File: config.mk
export PLATFORM = sky130hd
export DESIGN_NAME = cpu_register_bank
export DESIGN_NICKNAME = d
export VERILOG_FILES = /design/src/rtl/cpu_register_bank.sv
export SDC_FILE = /design/constraint.sdc
export NUM_CORES = 1
export LEC_CHECK = 0
export CORE_AREA = 2 2 227 117
export DETAILED_ROUTE_END_ITERATION = 8
export DIE_AREA = 0 0 229 119
export PLACE_DENSITY = 0.75
export SETUP_SLACK_MARGIN = 0.05
export SYNTH_ARGS = -nofsm -noshare
export SYNTH_HDL_FRONTEND = slang
export SYNTH_SLANG_ARGS = --single-unit
export TNS_END_PERCENT = 1
File: constraint.sdc
create_clock -name clk -period 9.7 [get_ports clk]
set_input_delay 1.94 -clock clk [delete_from_list [all_inputs] [get_ports clk]]
set_output_delay 1.94 -clock clk [all_outputs]
set_load 0.005 [all_outputs]
File: src/rtl/cpu_register_bank.sv
// Eight-entry general-purpose register bank: one write port, two combinational reads, PC increment, freezable shadow copy.
// Define CPU_REGISTER_BANK_BYPASS_EN to forward same-cycle write data onto the read ports.
module cpu_register_bank #(
    parameter int WIDTH  = 16,
    parameter int PC_IDX = 7
) (
    input  logic             clk,
    input  logic             rst,
    input  logic             wr_en,
    input  logic [2:0]       wr_addr,
    input  logic [WIDTH-1:0] wr_data,
    input  logic             pc_inc,
    input  logic [2:0]       rd_addr_a,
    output logic [WIDTH-1:0] rd_data_a,
    input  logic [2:0]       rd_addr_b,
    output logic [WIDTH-1:0] rd_data_b,
    input  logic             freeze,
    input  logic             dirty_clr,
    output logic [7:0]       dirty,
    output logic [WIDTH-1:0] r1,
    output logic [WIDTH-1:0] r2,
    output logic [WIDTH-1:0] r3,
    output logic [WIDTH-1:0] r4,
    output logic [WIDTH-1:0] r5,
    output logic [WIDTH-1:0] r6,
    output logic [WIDTH-1:0] r7,
    output logic [WIDTH-1:0] r8
);

    localparam logic [2:0]       PC_SEL = 3'(PC_IDX);
    localparam logic [WIDTH-1:0] ONE    = {{(WIDTH-1){1'b0}}, 1'b1};

    logic [WIDTH-1:0] regs   [8];
    logic [WIDTH-1:0] shadow [8];
    logic [7:0]       wr_hit;
    logic [7:0]       pc_hit;
    logic [7:0]       set_vec;

    // A write to the PC entry masks the increment for that entry only.
    always_comb begin
        wr_hit = '0;
        pc_hit = '0;
        if (wr_en)
            wr_hit[wr_addr] = 1'b1;
        if (pc_inc)
            pc_hit[PC_SEL] = 1'b1;
        pc_hit  = pc_hit & ~wr_hit;
        set_vec = wr_hit | pc_hit;
    end

    always_ff @(posedge clk or posedge rst) begin
        if (rst) begin
            for (int i = 0; i < 8; i++) begin
                regs[i]   <= '0;
                shadow[i] <= '0;
            end
            dirty <= '0;
        end else begin
            for (int i = 0; i < 8; i++) begin
                if (wr_hit[i])
                    regs[i] <= wr_data;
                else if (pc_hit[i])
                    regs[i] <= regs[i] + ONE;
                if (!freeze)
                    shadow[i] <= regs[i];
            end
            // Set events beat a same-cycle clear.
            dirty <= (dirty_clr ? 8'h00 : dirty) | set_vec;
        end
    end

`ifdef CPU_REGISTER_BANK_BYPASS_EN
    assign rd_data_a = (wr_en && (wr_addr == rd_addr_a)) ? wr_data : regs[rd_addr_a];
    assign rd_data_b = (wr_en && (wr_addr == rd_addr_b)) ? wr_data : regs[rd_addr_b];
`else
    assign rd_data_a = regs[rd_addr_a];
    assign rd_data_b = regs[rd_addr_b];
`endif

    assign r1 = shadow[0];
    assign r2 = shadow[1];
    assign r3 = shadow[2];
    assign r4 = shadow[3];
    assign r5 = shadow[4];
    assign r6 = shadow[5];
    assign r7 = shadow[6];
    assign r8 = shadow[7];

endmodule

# ---- After elaboration in Yosys (flattened, before gate mapping)
# Index checks and enable logic that the tools add are counted.
dict set report op_classes {
  n_reduce_logical 9
  n_lt_le_gt_ge 4
  add_sub_neg 8
  n_mux 27
  bitwise 6
}
# op n
set op_table {}
lappend op_table {{16-bit two-way mux} 20}
lappend op_table {{16-bit by 1-bit adder with 16-bit output, second input constant} 8}
lappend op_table {{16-bit binary-select mux with 3-bit select} 2}
lappend op_table {{8-bit two-way mux} 2}
lappend op_table {{8-bit bitwise OR} 2}
lappend op_table {{2-bit nonzero test} 8}
lappend op_table {{8-bit bitwise AND} 1}
lappend op_table {{4-bit greater-or-equal comparator, second input constant} 2}
lappend op_table {{3-bit NOT with 4-bit output} 2}
lappend op_table {{8-bit NOT} 1}
lappend op_table {{3-bit by 4-bit < comparator with 1-bit output, second input constant} 1}
lappend op_table {{1-bit demux with 3-bit select} 1}
lappend op_table {{3-bit by 1-bit greater-or-equal comparator with 1-bit output, second input constant} 1}
lappend op_table {{1-bit two-way mux} 2}
lappend op_table {{1-bit logical AND} 1}
dict set report word_totals {
  reg_bits 264
  word_cells 71
}

# ---- Depth between registers and ports, before layout
dict set report depth {
  word_depth 9
  ltp_mapped 6
  ltp_nobuf 5
}

# ---- Worst setup path before layout
# Ideal clock, no wire load.
dict set report synth_timing {
  kind {input-to-output}
  start {input rd_addr_a[1]}
  end {output rd_data_a[5]}
  stages 4
  path_slack_ps 4426
  arrival_time_ps 3334
  cell_sequence {clkbuf_1 > buf_2 > mux4_1 > mux2_2}
}
dict set report synth_between {
  elab_chain_len 4
}
# item line_no
set synth_rtl {}
lappend synth_rtl {{start, declared} 13} ;# input logic [2:0] rd_addr_a,
lappend synth_rtl {{3-bit NOT with 4-bit output (not written as such)} 76} ;# assign rd_data_a = regs[rd_addr_a];
lappend synth_rtl {{16-bit binary-select mux with 3-bit select} 76}
lappend synth_rtl {{16-bit two-way mux (not written as such) (2 in series)} 76}
lappend synth_rtl {{end, declared} 14} ;# output logic [WIDTH-1:0] rd_data_a,
# Every way passes these cells. The select of a mux whose other input is x is not followed.

# ---- Final worst setup path
dict set report layout_timing {
  start {input rd_addr_a[0]}
  end {output rd_data_a[8]}
}
# The elaborated chain is that of the path after synthesis.

==> implementation parameters <==
Parameter                              Value

Clocking
  CTS max path bufs    3
  Clock slew at reported path FFs    0.06 ns
  Number of buffers added for setup after CTS    0
  Hold-fix buffers at CTS    0
  Clock root buffer    clkbuf_16
  Gates resized, CTS repair    0
  Total clock sinks    264
  Clock buffer count from CTS    25
  TritonCTS clock tree    built
  Clk Latency, worst-skew pair    0.54 ns
  H-tree depth reported by CTS    1

Floorplanning
  Die Span Y    119 um
  Starting Density    46.7%
  Die footprint    27,300 um2
  Site row count    42
  Core area    25,600 um2
  I/O pin count    199
  Die W    229 um

Setup path
  Endpoint of the most critical setup path    rd_data_a[8]
  Cells along the critical path    buf_2 -> mux4_2 -> mux2_2 -> clkdlybuf4s50_1
  Category of the critical setup timing path    in -> out
  CP Launch Point    rd_addr_a[0]
  Worst R2R Setup Slack    7.73 ns
  Worst r2r src    regs[0]
  Worst Setup Start Kind    input port
  Required time of the critical path    7.76 ns
  Slowest cell on crit path    buf_2
  Data arrival at the endpoint of the critical path    4.17 ns
  End of the worst register-to-register path    regs[12]
  Cell depth of the worst flop-to-flop path    5
  Biggest cell delay along the critical path    0.83 ns
  Peak fanout along the critical path    32
  Critical Path Sink Type    primary output

Timing
  Final count of hold timing violations    0
  Max transition margin    25.3%
  Highest achievable clock rate    0.164 GHz
  Max-slew violations    0
  Final setup violation count    0
  Clk_skew    0.00944 ns
  Fraction of the cycle the final worst path needs    63.0%
  Summed negative setup slack over all endpoints    0 ns
  Time the worst path needs with I/O delays and setup    6.11 ns
  Slew at the pin with the worst max-slew slack    1.12 ns
  RSZ-0062 raised after global routing    false

Logic synthesis
  Share of Yosys cell area claimed by the top area cell type    55.1%
  Synth async-reset ratio    100%
  Most common flop cell mapped by yosys    dfrtp_1
  Leading cell types by total area after synthesis    dfrtp_1 (55%), mux2_2 (24%), mux4_2 (12%), mux2_1 (1.5%), xnor2_1 (0.80%)
  Share of the yosys chip area belonging to registers    55.1%
  Post-synthesis cell area    12,000 um2
  Yosys synthesis warning count    0
  Distinct cell type count after synthesis    36
  Net Count, Synth    787
  Largest area contributor in the netlist    dfrtp_1
  Avg Synthesized Cell Area    15.9 um2
  Post-synth EDFFs    0
  Instance count of the mapped netlist    755
  Number of storage elements in the synthesis netlist    264

Routing
  DRC violation count after routing    0
  Residual antenna-violating net count after detailed routing    0
  Vias per std cell    5.65
  Average routed wire per standard cell    25.0 um
  Overall routed net length    32,700 um
  Number of vias in the routed layout    7,418
  Violation count after the first detailed-route iteration    472
  Number of iterations in the first detailed-routing pass    5

Layout
  Final design instance area without fill    15,000 um2
  Number of nets in the finished design    975
  Count of antenna diodes in the layout    0
  Ratio of cells with drive above 1 in the final layout    39.5%
  Layout-stage area growth over the synthesis result    25.4%

GRT
  Initial antenna violation count    2
  Largest net degree at the start of global routing    195
  Vias in the first global route    7,642
  Gr ovfl total    0
  All-Layer GR Usage    24.6%
  First-pass GRT wire length    50,100 um

Job
  Max-cap violations    0

Hold path
  Kind of path behind the tightest hold check    reg -> reg

Place
  Placed wire-length estimate after detailed placement    22,200 um
  Last weighted congestion value of the routability-driven placer    0.837
  Instance area at placement    14,300 um2
  Count of input and output buffers    198

Power and ir drop
  Leakage power figure    6.15 nW
  Worst ir drop on vdd    126 uV
  Power density over cell area    239 nW/um2

Outcome
  Result of the run    complete, no violations
==> critical path: cells and delay by family <==
kind	cells	cell delay [ns]
mux	2	0.89
buf+inv	2	1.31
==> cells in the final DEF (no fill, tap or decap), types with 5 or more instances in the layout <==
master,Yosys,final
buf_4,1,12
clkinv_2,0,5
mux2_1,16,16
clkbuf_8,0,6
xnor2_1,11,11
clkbuf_1,24,7
mux4_2,62,62
mux2_2,254,254
clkbuf_16,0,25
clkdlybuf4s50_1,0,193
inv_1,8,7
nor2_1,6,6
dfrtp_1,264,264
o21ai_0,16,16
nand2_1,24,24
==> report_power, final <==
part	total, mW	switching [mW]	internal, mW
Sequential	1.64	0.263	1.38
Clock	0.939	0.418	0.521
Combinational	1.01	0.336	0.677
==> registers in the layout (all words and copies together) (netlist names) <==
signal	flops
regs	128
r2	16
r7	16
r6	16
r4	16
r8	16
r3	16
r1	16
r5	16
dirty	8
==> metal layers <==
layer	part of all wire, %	GRT usage [%]	vias to the layer above
met2	38	31.2	254
met5	0.067	0	-
li1	-	-	3202
met4	1.4	3.90	4
met3	8.6	7.81	36
met1	51	40.7	3922
==> worst min-delay path by stage <==
stage              from  endpoint  slack (ns)  cells after the start
2_1_floorplan     r8[4]     r8[4]        0.48                      2
3_3_place_gp   dirty[0]  dirty[0]        0.46                      1
3_5_place_dp   dirty[2]  dirty[2]        0.48                      1
4_1_cts        dirty[2]  dirty[2]        0.49                      1
5_1_grt        dirty[1]  dirty[1]        0.51                      1
6_report       dirty[2]  dirty[2]        0.49                      1
==> area by class of cell <==
cell class              count  area (um2)
flip-flops and latches    264        6610
fillers                  2032       10600
clock inverters             6        33.8
clock buffers              38         734
well taps                 352         440
repair buffers            210        2060
multi-input cells         434        5110
inverters                   8        37.5
==> cell families (layout without fill, tap and decap cells) <==
logic type	count (synthesis)	count (layout)	share of synthesized area, %
AOI/OAI and AO/OA	27	27	1.25
muxes	335	335	37.6
DFF	264	264	55.1
and+or+nand+nor	58	58	2.77
adders and majority gates	1	1	0.104
xor gates and xnor gates	13	13	0.950
buffers and inverters	57	262	2.23
==> Yosys cell counts, types with 3 or more instances <==
master,n
nor4_1,3
xnor2_1,11
nand3_1,4
clkbuf_1,24
nor2_1,6
nand4_1,4
nor3_1,4
dfrtp_1,264
buf_6,4
mux2_2,254
a21o_1,4
o21ai_0,16
mux2_1,16
inv_1,8
buf_1,4
nand2_1,24
mux4_2,62
o21ai_1,3
nand4b_1,3
buf_2,16
==> metrics by stage <==
step                      utilization [%]  hold slack [ns]  std cells  power, mW  setup slack, ns
after floorplan                         -            0.476        755       2.05            0.491
after global placement               55.6            0.464       1268       2.64             3.59
after detailed placement             55.6            0.477       1268       2.67             3.58
after CTS                            58.6            0.490       1312       3.61             3.57
after global routing                 58.6            0.510       1312       3.77             3.46
final                                58.6            0.485       1312       3.59             3.59
No activity file was read; power rests on OpenSTA's default activity.
